### config.mk
export PLATFORM = sky130hd
export DESIGN_NAME = mem_xfer_ctrl
export DESIGN_NICKNAME = d
export VERILOG_FILES = /design/src/rtl/mem_xfer_pkg.sv /design/src/rtl/xfer_idx_cnt.sv /design/src/rtl/mem_xfer_ctrl.sv
export SDC_FILE = /design/constraint.sdc
export NUM_CORES = 1
export LEC_CHECK = 0
export ABC_AREA = 0
export BUFFER_PORTS_ARGS = -buffer_cell sky130_fd_sc_hd__buf_2
export CORE_MARGIN = 8
export CORE_UTILIZATION = 48
export CTS_CLUSTER_DIAMETER = 60
export CTS_CLUSTER_SIZE = 25
export DETAILED_ROUTE_END_ITERATION = 10
export PLACE_DENSITY_LB_ADDON = 0.25
export SYNTH_ARGS = -nofsm -noshare
export SYNTH_HDL_FRONTEND = slang
export SYNTH_SLANG_ARGS = --single-unit
### constraint.sdc
create_clock -name clk -period 5.05 [get_ports clk]
set_clock_uncertainty 0.15 [all_clocks]
set_input_delay 0.7575 -clock clk [delete_from_list [all_inputs] [get_ports clk]]
set_output_delay 0.7575 -clock clk [all_outputs]
set_load 0.02 [all_outputs]
### src/rtl/mem_xfer_pkg.sv
`default_nettype none
// +------------------------------------------------------------------+
// | mem_xfer_pkg : shared defaults and FSM state encoding            |
// | Rev 1.0                                                          |
// +------------------------------------------------------------------+
package mem_xfer_pkg;

    localparam int DATA_W_DEF = 8;
    localparam int ADDR_W_DEF = 4;

    typedef enum logic [2:0] {
        ST_IDLE  = 3'd0,
        ST_READ  = 3'd1,
        ST_LATCH = 3'd2,
        ST_WRITE = 3'd3,
        ST_DONE  = 3'd4
    } xfer_state_e;

endpackage : mem_xfer_pkg
`default_nettype wire

### src/rtl/xfer_idx_cnt.sv
`default_nettype none
// +------------------------------------------------------------------+
// | xfer_idx_cnt : word index counter with latched length and        |
// |                terminal-count compare                            |
// | Rev 1.0                                                          |
// +------------------------------------------------------------------+
module xfer_idx_cnt
    import mem_xfer_pkg::*;
#(
    parameter int ADDR_W = ADDR_W_DEF
) (
    input  logic              clk,
    input  logic              rst_n,
    input  logic              load_i,
    input  logic [ADDR_W:0]   len_i,
    input  logic              inc_i,
    output logic [ADDR_W-1:0] idx_o,
    output logic              last_o
);

    logic [ADDR_W-1:0] idx_q;
    logic [ADDR_W:0]   len_q;
    logic [ADDR_W:0]   w_idx_p1;

    always_ff @(posedge clk or negedge rst_n) begin
        if (!rst_n) begin
            idx_q <= '0;
            len_q <= '0;
        end else if (load_i) begin
            idx_q <= '0;
            len_q <= len_i;
        end else if (inc_i) begin
            idx_q <= idx_q + ADDR_W'(1);
        end
    end

    // Compare one bit wider so a full-depth length terminates without wrapping idx.
    assign w_idx_p1 = {1'b0, idx_q} + (ADDR_W+1)'(1);
    assign last_o   = (w_idx_p1 == len_q);
    assign idx_o    = idx_q;

endmodule : xfer_idx_cnt
`default_nettype wire

### src/rtl/mem_xfer_ctrl.sv
`default_nettype none
// +------------------------------------------------------------------+
// | mem_xfer_ctrl : reads A[i],B[i], feeds external adder, writes    |
// |                 C[i] = A[i]+B[i]; three cycles per word          |
// | Rev 1.0                                                          |
// +------------------------------------------------------------------+
module mem_xfer_ctrl
    import mem_xfer_pkg::*;
#(
    parameter int DATA_W = DATA_W_DEF,
    parameter int ADDR_W = ADDR_W_DEF
) (
    input  logic              clk,
    input  logic              rst_n,
    input  logic              start,
    input  logic [ADDR_W:0]   len,
    output logic              rd_en,
    output logic [ADDR_W-1:0] rd_addr,
    input  logic [DATA_W-1:0] rdA_data,
    input  logic [DATA_W-1:0] rdB_data,
    output logic [DATA_W-1:0] DOut1,
    output logic [DATA_W-1:0] DOut2,
    input  logic [DATA_W-1:0] ADDOut,
    output logic              wr_en,
    output logic [ADDR_W-1:0] wr_addr,
    output logic [DATA_W-1:0] wr_data,
    output logic              busy,
    output logic              done
);

    xfer_state_e       state_q, state_d;
    logic [DATA_W-1:0] dout1_q, dout1_d;
    logic [DATA_W-1:0] dout2_q, dout2_d;
    logic              cnt_load, cnt_inc, cnt_last;
    logic [ADDR_W-1:0] idx;

    xfer_idx_cnt #(
        .ADDR_W (ADDR_W)
    ) u_idx_cnt (
        .clk    (clk),
        .rst_n  (rst_n),
        .load_i (cnt_load),
        .len_i  (len),
        .inc_i  (cnt_inc),
        .idx_o  (idx),
        .last_o (cnt_last)
    );

    always_ff @(posedge clk or negedge rst_n) begin
        if (!rst_n) begin
            state_q <= ST_IDLE;
            dout1_q <= '0;
            dout2_q <= '0;
        end else begin
            state_q <= state_d;
            dout1_q <= dout1_d;
            dout2_q <= dout2_d;
        end
    end

    always_comb begin
        state_d  = state_q;
        dout1_d  = dout1_q;
        dout2_d  = dout2_q;
        cnt_load = 1'b0;
        cnt_inc  = 1'b0;
        rd_en    = 1'b0;
        wr_en    = 1'b0;
        done     = 1'b0;
        busy     = (state_q != ST_IDLE);
        case (state_q)
            ST_IDLE: begin
                if (start) begin
                    if (len != '0) begin
                        cnt_load = 1'b1;
                        state_d  = ST_READ;
                    end else begin
                        state_d  = ST_DONE;
                    end
                end
            end
            ST_READ: begin
                rd_en   = 1'b1;
                state_d = ST_LATCH;
            end
            ST_LATCH: begin
                // Memory data is valid in the cycle after rd_en.
                dout1_d = rdA_data;
                dout2_d = rdB_data;
                state_d = ST_WRITE;
            end
            ST_WRITE: begin
                wr_en = 1'b1;
                if (cnt_last) begin
                    state_d = ST_DONE;
                end else begin
                    cnt_inc = 1'b1;
                    state_d = ST_READ;
                end
            end
            ST_DONE: begin
                done    = 1'b1;
                state_d = ST_IDLE;
            end
            default: begin
                state_d = ST_IDLE;
            end
        endcase
    end

    assign rd_addr = idx;
    assign wr_addr = idx;
    assign wr_data = ADDOut;
    assign DOut1   = dout1_q;
    assign DOut2   = dout2_q;

endmodule : mem_xfer_ctrl
`default_nettype wire

; After elaboration in Yosys (flattened, before gate mapping)
; Index checks and enable logic that the tools add are counted.
[word_totals]
regBits = 28
latch_bits = 0
ramBits = 0
mem_bits_ro = 0
inputBits = 32
out_inout_bits = 36
wordCells = 31
mem_count = 0
[op_classes]
add_sub_neg = 2
multipliers = 0
n_div = 0
n_lt_le_gt_ge = 0
n_eq_ne = 6
shifts = 0
n_mux = 14
n_bitwise = 0
n_reduce_logical = 4
[op_table]
columns = op, n
row1 = 3-bit one-hot mux with 4 select lines, 1
row2 = 3-bit 2-to-1 mux, 3
row3 = 1-bit 2-to-1 mux, 8
row4 = 4-bit 2-to-1 mux, 2
row5 = 3-bit by 2-bit == test with 1-bit output (second input constant), 2
row6 = 4-bit by 1-bit adder with 5-bit output (second input constant), 1
row7 = 5-bit == test, 1
row8 = 5-bit nonzero test, 1
row9 = 4-bit by 1-bit adder with 4-bit output (second input constant), 1
row10 = 3-bit by 1-bit == test with 1-bit output (second input constant), 1
row11 = 3-bit == test (second input constant), 1
row12 = 3-bit zero test, 1
row13 = 3-bit nonzero test, 1
row14 = 2-bit != test (second input constant), 1
row15 = 2-bit nonzero test, 1

; Logic depth before layout (Yosys ltp)
; Gate-level depths: netlist of run 1.
[depth]
word_depth = 6
ltp_mapped = 6
depth_no_buf = 5

; By module
; Synthesis of run 1 repeated with hierarchy kept, for this count alone.
[unflattened]
cells_unflattened = 108
hier_area_um2 = 1426.4
[by_module_without_submodules]
columns = module, n_inst, cells_each, area_per_inst_um2, seq_area_each_um2
row1 = mem_xfer_ctrl, 1, 72, 969.7, 475.5
row2 = xfer_idx_cnt, 1, 36, 456.7, 225.2

; Worst setup path before layout of run 1
; No wires, ideal clock.
[synth_path]
path_kind = flip-flop to output port
startpoint = register state_q[2]
endpoint = output port done
arrival_time_ps = 1088
required_time_ps = 4143
slack_ps = 3054
path_stages_with_launch = 3
n_path_buf = 1
cell_sequence = dfrtp_1 > clkbuf_1 > nor3b_1
[synth_between]
elab_chain_cells = 2
[synth_lines]
columns = item, line
row1 = start: declaration, mem_xfer_ctrl.sv:31  ; xfer_state_e state_q, state_d;
row2 = start signal: assignment, mem_xfer_ctrl.sv:55  ; state_q <= state_d;
row3 = 3-bit == test, mem_xfer_ctrl.sv:71  ; case (state_q)
row4 = 1-bit 2-to-1 mux, mem_xfer_ctrl.sv:71
row5 = end: declaration, mem_xfer_ctrl.sv:28  ; output logic done
; Every way passes these cells.

; Final worst setup path of run 1
[layout_path]
startpoint = register state_q[2]
endpoint = output port busy
[layout_between]
elab_chain_cells = 1
[layout_lines]
columns = item, line
row1 = 3-bit nonzero test, mem_xfer_ctrl.sv:70  ; busy = (state_q != ST_IDLE);
row2 = end: declaration, mem_xfer_ctrl.sv:27  ; output logic busy,
; Every way passes these cells.

==> results of run 1 <==
[power groups by stage]
stage               Clock [µW]  Combinational, µW  Sequential [µW]
floorplan                    0                343              504
global placement             0                554              425
detailed placement           0                569              431
CTS                       94.6                570              427
global route               102                612              443
finish                    87.5                556              424
[area by class of cell]
type	count	area, µm²	area share
sequential	28	700.7	0.4487
multi-input combinational	66	536.8	0.3437
timing repair buffer	51	255.2	0.1635
tap	31	38.79	0.02484
clock buffer	3	22.52	0.01442
inverter	2	7.507	0.004808
[worst min path at each step]
stage	from	endpoint	slack (ns)	depth (start not counted)
6_report	rst_n	DOut2[3]	0.28	1
4_1_cts	rst_n	u_idx_cnt.len_q[4]	0.29	1
2_1_floorplan	rst_n	DOut1[0]	0.31	0
3_3_place_gp	DOut1[7]	DOut1[7]	0.31	1
5_1_grt	rst_n	u_idx_cnt.len_q[4]	0.31	1
3_5_place_dp	DOut1[4]	DOut1[4]	0.32	1
[cells in the mapped netlist]
| cell | instances |
|---|---|
| dfrtp_1 | 28 |
| mux2_1 | 21 |
| buf_4 | 13 |
| nor2_1 | 7 |
| nand2_1 | 6 |
| mux2i_1 | 4 |
| xnor2_1 | 4 |
| a21oi_1 | 2 |
| clkbuf_1 | 2 |
| inv_1 | 2 |
| o211ai_1 | 2 |
| or3_1 | 2 |
| xor2_1 | 2 |
| a211oi_1 | 1 |
| a22oi_1 | 1 |
| and2_1 | 1 |
| and3_4 | 1 |
| buf_2 | 1 |
| ha_1 | 1 |
| nand2b_1 | 1 |
| nand3_1 | 1 |
| nand4b_1 | 1 |
| nor2b_1 | 1 |
| nor3_1 | 1 |
| nor3b_1 | 1 |
| nor3b_2 | 1 |
| o2111ai_1 | 1 |
| o21ai_0 | 1 |
| o21ai_1 | 1 |
| o22ai_1 | 1 |
[stage by stage]
| step | utilization | hold slack [ns] |
|---|---|---|
| after floorplan | - | 0.3119 |
| after global placement | 0.5679 | 0.3122 |
| after detailed placement | 0.5679 | 0.3198 |
| after CTS | 0.5762 | 0.2894 |
| after global routing | 0.5762 | 0.3083 |
| final | 0.5762 | 0.2781 |
[worst max-delay path, delay by kind of cell (launching register included)]
family | cells | cell delay [ns]
flip-flops | 1 | 0.48
AND/OR/NAND/NOR | 1 | 0.39
buffers and inverters | 1 | 0.16
[cell usage in the layout, fill, tap and decap left out, drive strengths merged, types with 2 or more instances in the layout]
| cell type | Yosys | routed |
|---|---|---|
| nand2 | 6 | 6 |
| nor3b | 2 | 2 |
| mux2 | 21 | 21 |
| o211ai | 2 | 2 |
| clkbuf | 2 | 3 |
| buf | 14 | 51 |
| o21ai | 2 | 2 |
| inv | 2 | 2 |
| mux2i | 4 | 4 |
| xnor2 | 4 | 4 |
| a21oi | 2 | 2 |
| xor2 | 2 | 2 |
| dfrtp | 28 | 28 |
| nor2 | 7 | 7 |
| or3 | 2 | 2 |
[per-layer routing]
metal / vias to the layer above / GRT usage
met5: - / 0
met2: 49 / 0.1916
met1: 444 / 0.1316
li1: 454 / -
met4: 0 / 0.04784
met3: 5 / 0.06438
[registers in the layout, indices dropped and copies added (netlist names)]
signal           flops
DOut1                8
u_idx_cnt.idx_o      4
u_idx_cnt.len_q      5
DOut2                8
state_q              3
[cells by family after synthesis]
group                    Yosys count  synth area share
AO/OA/AOI/OAI                     10           0.04801
XOR/XNOR                           6           0.03878
adder cells (fa/ha/maj)            1          0.009232
buffers and inverters             18           0.08679
flip-flops                        28            0.5171
multiplexers                      25            0.2041
AND/OR/NAND/NOR                   24           0.09603
==> metrics.txt, run 1 <==
status finished, final reports clean; WP data required 4.14 ns; relative slew slack 0.1890; NetSw 473.0 µW; Power per Cell Area 683.9 mW/mm²; crit path capture busy; largest net degree at the start of global routing 29; FMAX 445.0 MHz; CTS Root Cell clkbuf_4; number of global-route vias before repair 1069; post-route insts no fill 181; Die Ht 69.13 µm; Post-DP HPWL 2250 µm; Die X 69.13 µm; metal2 WL 1309 µm; fillers 238; share of cells above drive strength 1 0.3733; CP Capture Type output pin; cts hold-fix bufs 0; CP startpoint kind flip-flop; Final Hold Fails 0; drt wl/cell 15.71 µm; post-layout min period 2.247 ns; crit-path cells or3_1, buf_2; Worst-path clk slew 0.14 ns; DIE AREA 0.004779 mm²; Port Buffers 51; TritonRoute pass-1 iters 4; Avg Cell Area, Syn 12.10 µm²; max-cap viol count 0; reg2reg end DOut1[1]; Place WS 2.872 ns; share of the synthesized area in the top cell type 0.5171; Sink Count 28; fraction of the cycle the final worst path needs 0.4449; post-synth top area cell dfrtp_1; nets@finish 185; total grt overflow 0; max-slew violation count 0; clock power share 0.082; Initial DRC Count 31; worst-skew pair later-pin latency 0.32 ns; synthesized area 0.001355 mm²; Top Layer Used met4; Internal 594.9 µW; Worst path max stage delay 0.48 ns; worst reg-to-reg path cell count 2; Logic pwr share 0.521; Final Instance Area 0.001562 mm²; Peak VDD IR 0.4713 mV; CTS tree built; Leakage 0.0007812 µW; vias post-DR 952; Layout area overhead 15.24%; worst hold path type input port to asynchronous set/reset pin; Metal-1 WL 1200 µm; Setup Buffers After CTS 0; # IOs 68; syn_nets 145; Yosys Warn Count 0; critical path type flip-flop to output pin; setup ws final 2.803 ns; largest fanout on the critical path 8; power consumption 1068 µW; Initial Util 0.5000; CORE AREA 0.002710 mm²; synth top area cells dfrtp_1 (52%), mux2_1 (17%), buf_4 (7.2%); total CTS buffers 3; setup violators final 0; All-Layer GR Usage 0.1206; sequential-to-total area share from yosys stat 0.5171; Yosys reg bits 28; post-CTS sizing 0; num rows 19; htree depth 1; n_diodes 0; CP startpoint state_q[2]; Unique masters post-synth 30; Post-Syn Instances 112; Residual DRC 0; number of antenna violations at the first check in global routing 0; Switching Fraction 0.4429; worst slew pin tran 1.211 ns; Final Routed Wirelength 2843 µm; routed wl met3 289 µm; Placed Cells 178; slack of the worst reg-to-reg path 2.91 ns; worst r2r src state_q[1]; CP max stage cell dfrtp_1; first-pass GRT wire length 4843 µm; final setup TNS 0 ns; clk buf depth 2; routed vias/inst 5.260; Detail Route Antenna Nets 0; unrepaired setup endpoints after global routing no; placed instance area 0.001539 mm²; Reg power frac 0.397; Arr. time, crit path 1.34 ns; Routability Congestion 0.7916
Note: power is estimated with default switching activity, not from simulation.
==> run 2: changes to the inputs <==
ABC_AREA = 1   (was 0)
CORE_UTILIZATION = 46   (was 48)
clock period = 2.23 ns   (was 5.05 ns; I/O delays follow)
==> run 2 against run 1 <==
  * Clock-buffer cell count did not move
  * Setup slack got worse by 2.5 ns
  * Total power rose by 130%
  * Combinational power rose by 150%
  * First-iteration DRC count rose by 94%
  * Synthesized cell count rose by 55%
  * Flip-flop and latch count did not move
  * Global-route usage rose by 0.20 points
  * Sequential power rose by 120%
  * Critical endpoint is now wr_en
==> metrics.txt, run 2 <==
synth cell count leaders nand2_1 (65), dfrtp_1 (28), inv_1 (13), buf_4 (12), nand3_1 (10); max-slew violation count 0; Worst path max stage delay 0.49 ns; Post-DP HPWL 2346 µm; Residual DRC 0; Power per Cell Area 1497 mW/mm²; max-cap viol count 0; crit path capture wr_en; Final Routed Wirelength 2990 µm; number of antenna violations at the first check in global routing 0; Final Hold Fails 0; share of cells above drive strength 1 0.3349; most common cell in the synthesized netlist nand2_1; num rows 20; WP data required 1.75 ns; most frequent cells in the layout nand2_1 (65), buf_2 (51), dfrtp_1 (28); CP Depth 2; sequential-to-total area share from yosys stat 0.4891; CORE AREA 0.003003 mm²; Worst Path Buf+Inv 1; Avg Cell Area, Syn 8.233 µm²; Port Buffers 51; status finished, final reports clean; first-pass GRT wire length 5244 µm; post-layout min period 1.901 ns; main flop type after synthesis dfrtp_1; CP Capture Type output pin; CP max stage cell dfrtp_1; synthesized area 0.001433 mm²; commonest non-fill, non-tap cell in the layout nand2_1; Initial Util 0.4771; post-route insts no fill 248; worst hold path type input port to flip-flop; unrepaired setup endpoints after global routing no; Detail Route Antenna Nets 0; Die X 71.81 µm; worst-skew pair later-pin latency 0.31 ns; fraction of the cycle the final worst path needs 0.8525; FMAX 526.0 MHz; CTS tree built; slack of the worst reg-to-reg path 0.47 ns; Die Ht 71.81 µm; Yosys reg bits 28; worst slew pin tran 0.6057 ns; Routability Congestion 0.8399; critical path type flip-flop to output pin; syn_nets 207; share of the synthesized area in the top cell type 0.4891; Post-Syn Instances 174; reg2reg end u_idx_cnt.idx_o[2]; Layout area overhead 16.16%; hold_ws 0.05993 ns; setup violators final 0; worst r2r src u_idx_cnt.idx_o[0]; clk buf depth 2; Top delay family on crit path flip-flops; Peak VDD IR 0.6776 mV; Setup Buffers After CTS 0; CP startpoint state_q[2]; CP startpoint kind flip-flop; nets@finish 250; vias post-DR 1195; worst reg-to-reg path cell count 8; n_diodes 0; crit-path cells nor3_4, buf_2; Leakage 0.0009491 µW; number of global-route vias before repair 1242; Post-synth EDFFs 0; synth top area cells dfrtp_1 (49%), nand2_1 (17%), buf_4 (6.3%); Arr. time, crit path 1.42 ns; power consumption 2491 µW; largest net degree at the start of global routing 29; total CTS buffers 3; htree depth 1; drt wl/cell 12.06 µm; DIE AREA 0.005156 mm²; post-synth top area cell dfrtp_1; CTS Root Cell clkbuf_4; final setup TNS 0 ns; Worst-path clk slew 0.13 ns; ys async rst share 1.000; relative slew slack 0.5962; Unique masters post-synth 22; total grt overflow 0; # IOs 68; All-Layer GR Usage 0.1226; largest fanout on the critical path 7; Yosys Warn Count 0; Placed Cells 244; TritonRoute pass-1 iters 4; Sink Count 28; Initial DRC Count 60; routed vias/inst 4.819
[run 2: cell count changes in the layout (fill, tap and decap cells not counted), sizes merged, moves of 3 or more]
cell,previous run,this run
inv,2,18
nand4,0,8
mux2,21,0
nand2,6,71
nand3,1,11
mux2i,4,0
xnor2,4,1
[run 2: how the worst min path moves through the flow]
stage | startpoint | to | slack [ns] | cells after the start
global route | rdB_data[0] | DOut2[0] | 0.05 | 3
finish | rdA_data[7] | DOut1[7] | 0.06 | 3
detailed placement | rst_n | DOut1[6] | 0.23 | 1
floorplan | rst_n | DOut1[0] | -0.11 | 0
global placement | rst_n | DOut1[6] | 0.24 | 1
CTS | rdA_data[7] | DOut1[7] | 0.04 | 3
[run 2: what timing repair did]
| action | in CTS | in global routing |
|---|---|---|
| gates resized for setup | 0 | 0 |
| endpoints found under the hold margin | 28 | 0 |
| hold buffers | 1 | 0 |
[run 2: per-layer routing]
layer,GRT usage,vias up,wire length [µm]
li1,-,617,-
met1,0.1420,536,1367
met2,0.2055,40,1403
met3,0.03626,2,203
met4,0.04989,0,15
met5,0,-,0
[run 2: cells by family (layout without fill, tap and decap cells)]
kind of cell | Yosys count | after routing | share of synthesized area
xor+xnor | 1 | 1 | 0.006115
fa+ha+maj | 1 | 1 | 0.008732
simple gates | 103 | 103 | 0.3450
buf+inv | 33 | 74 | 0.1205
flops | 28 | 28 | 0.4891
compound gates | 8 | 8 | 0.03057
[run 2: final cells by class]
cell class | instances | area, µm²
tap | 33 | 41.29
inverter | 18 | 67.56
fill | 300 | 1339
sequential | 28 | 700.7
timing repair buffer | 53 | 272.8
multi-input combinational | 113 | 559.3
clock buffer | 3 | 22.52
[run 2: power by group]
part | leakage, µW | internal [µW] | switching [µW] | total [µW]
registers | 0.000349 | 744 | 179 | 923
clock network | 0.0000138 | 63.1 | 133 | 196
logic | 0.000587 | 465 | 907 | 1370
[run 2: worst register-to-register path, delay by kind of cell (launching register included)]
kind | cells | cell delay, ns
AND/OR/NAND/NOR | 6 | 0.52
flip-flops | 1 | 0.49
adder cells (fa/ha/maj) | 1 | 0.35
XOR/XNOR | 1 | 0.19
[run 2: metrics by stage]
step	utilization	setup slack, ns	cell area [µm²]
final	0.5542	0.3289	1664
after CTS	0.5542	0.3048	1664
after detailed placement	0.5433	0.4888	1632
after global routing	0.5542	0.2539	1664
after global placement	0.5433	0.5103	1632
after floorplan	-	0.4843	1433
==> run 3: changes to the inputs <==
CORE_UTILIZATION = 49   (was 46)
clock period = 2.38 ns   (was 2.23 ns; I/O delays follow)
==> run 3 against run 2 <==
  * Register-to-register slack better by 0.08 ns
  * Cell area is 0.68% higher
  * Setup slack gained 0.089 ns
  * Flip-flop and latch count did not move
  * Non-clock buffer count is the same
  * Via count up 1.3%
  * Routed wire length is 5.6% higher
  * Clock-buffer cell count rose by 1
  * Sequential share of layout area fell by 0.28 points
  * Clock power up 16%
  * Cell count decreased by 0.40%
  * First-iteration DRC count increased by 43%
  * Highest routed layer unchanged
==> metrics.txt, run 3 (synthesis gave the netlist of run 2 again) <==
status finished, final reports clean; CTS tree built; num rows 19; reg2reg end u_idx_cnt.idx_o[1]; post-CTS sizing 0; number of global-route vias before repair 1251; Peak VDD IR 0.9321 mV; drt wl/cell 12.78 µm; max-cap viol count 0; commonest non-fill, non-tap cell in the layout nand2_1; clock power share 0.094; post-layout min period 1.962 ns; unrepaired setup endpoints after global routing no; routed vias/inst 4.903; clk buf depth 2; Switching Fraction 0.4899; first-pass GRT wire length 5471 µm; largest fanout on the critical path 7; Leakage 0.0009563 µW; NetSw 1178 µW; FMAX 509.7 MHz; n_diodes 0; Die X 70.07 µm; largest net degree at the start of global routing 29; worst hold path type input port to flip-flop; Internal 1226 µW; critical path type flip-flop to output pin; CP startpoint kind flip-flop; Final Instance Area 0.001675 mm²; Detail Route Antenna Nets 0; max-slew violation count 0; Die Ht 70.07 µm; Place WS 0.5902 ns; final setup TNS 0 ns; Final Routed Wirelength 3157 µm; placed instance area 0.001629 mm²; power consumption 2404 µW; Reg power frac 0.359; slack of the worst reg-to-reg path 0.55 ns; fraction of the cycle the final worst path needs 0.8244; Arr. time, crit path 1.46 ns; Setup Buffers After CTS 0; DIE AREA 0.004910 mm²; nets@finish 250; Post-DP HPWL 2500 µm; Power per Cell Area 1435 mW/mm²; Hold Path Cell Cnt 3; CORE AREA 0.002758 mm²; worst reg-to-reg path cell count 8; relative slew slack 0.6011; WP data required 1.87 ns; worst hold path endpoint DOut1[6]; Final Hold Fails 0; worst r2r src u_idx_cnt.idx_o[0]; setup ws final 0.4179 ns; Routability Congestion 0.9261; CP Capture Type output pin; number of antenna violations at the first check in global routing 0; worst slew pin tran 0.5984 ns; total grt overflow 0; setup violators final 0; CTS Root Cell clkbuf_4; Initial DRC Count 86; TritonRoute pass-1 iters 4; Sink Count 28; htree depth 1; # IOs 68; Logic pwr share 0.546; Initial Util 0.5195; Layout area overhead 16.94%; Worst Hold Launch rdA_data[6]; total CTS buffers 3; most frequent cells in the layout nand2_1 (65), buf_2 (51), dfrtp_1 (28); All-Layer GR Usage 0.1299; Worst-path clk slew 0.14 ns; worst-skew pair later-pin latency 0.33 ns; post-layout util 0.6075; share of cells above drive strength 1 0.3380; vias post-DR 1211; Residual DRC 0; Port Buffers 51
[run 3: worst max path at each step]
stage                  startpoint            endpoint  slack (ns)
2_1_floorplan  u_idx_cnt.idx_o[0]  u_idx_cnt.idx_o[2]        0.63
5_1_grt                state_q[2]               wr_en        0.34
3_3_place_gp   u_idx_cnt.idx_o[0]  u_idx_cnt.idx_o[2]        0.68
4_1_cts                state_q[2]               wr_en        0.41
3_5_place_dp   u_idx_cnt.idx_o[0]  u_idx_cnt.idx_o[1]        0.59
6_report               state_q[2]               wr_en        0.42
[run 3: metal layers]
layer  vias to the layer above  routed length [µm]  global-route usage
li1                        615                   -                   -
met4                         0                  43             0.04018
met1                       536                1312              0.1407
met2                        47                1503              0.2183
met3                        13                 298             0.06215
met5                         -                   0                   0
[run 3: critical path, cell delays in order, from the launching register on]
cell and delay, ns:
dfrtp_1 0.49, nor3_4 0.40, buf_2 0.24
[run 3: power by group through the flow]
stage	clock network [µW]	logic, µW	registers (µW)
6_report	227	1310	864
2_1_floorplan	0	805	1050
3_3_place_gp	0	1300	864
5_1_grt	259	1470	891
3_5_place_dp	0	1330	869
4_1_cts	237	1330	863
[run 3: per-stage QoR]
stage | std cells | hold WS [ns]
3_5_place_dp | 242 | 0.2553
6_report | 247 | 0.06719
2_1_floorplan | 174 | -0.08859
3_3_place_gp | 242 | 0.2571
4_1_cts | 247 | 0.05327
5_1_grt | 247 | 0.03676
[run 3: repair_timing]
action / 4_1_cts / 5_1_grt
hold endpoints to repair: 28 / 0
setup endpoints to repair: 0 / 0
hold buffers: 1 / 0
[run 3: final cells by class]
cell class	count	area, µm²
clock buffers	4	36.28
fillers	260	1082
inverters	18	67.56
multi-input cells	113	559.3
flip-flops and latches	28	700.7
well taps	31	38.79
repair buffers	53	272.8
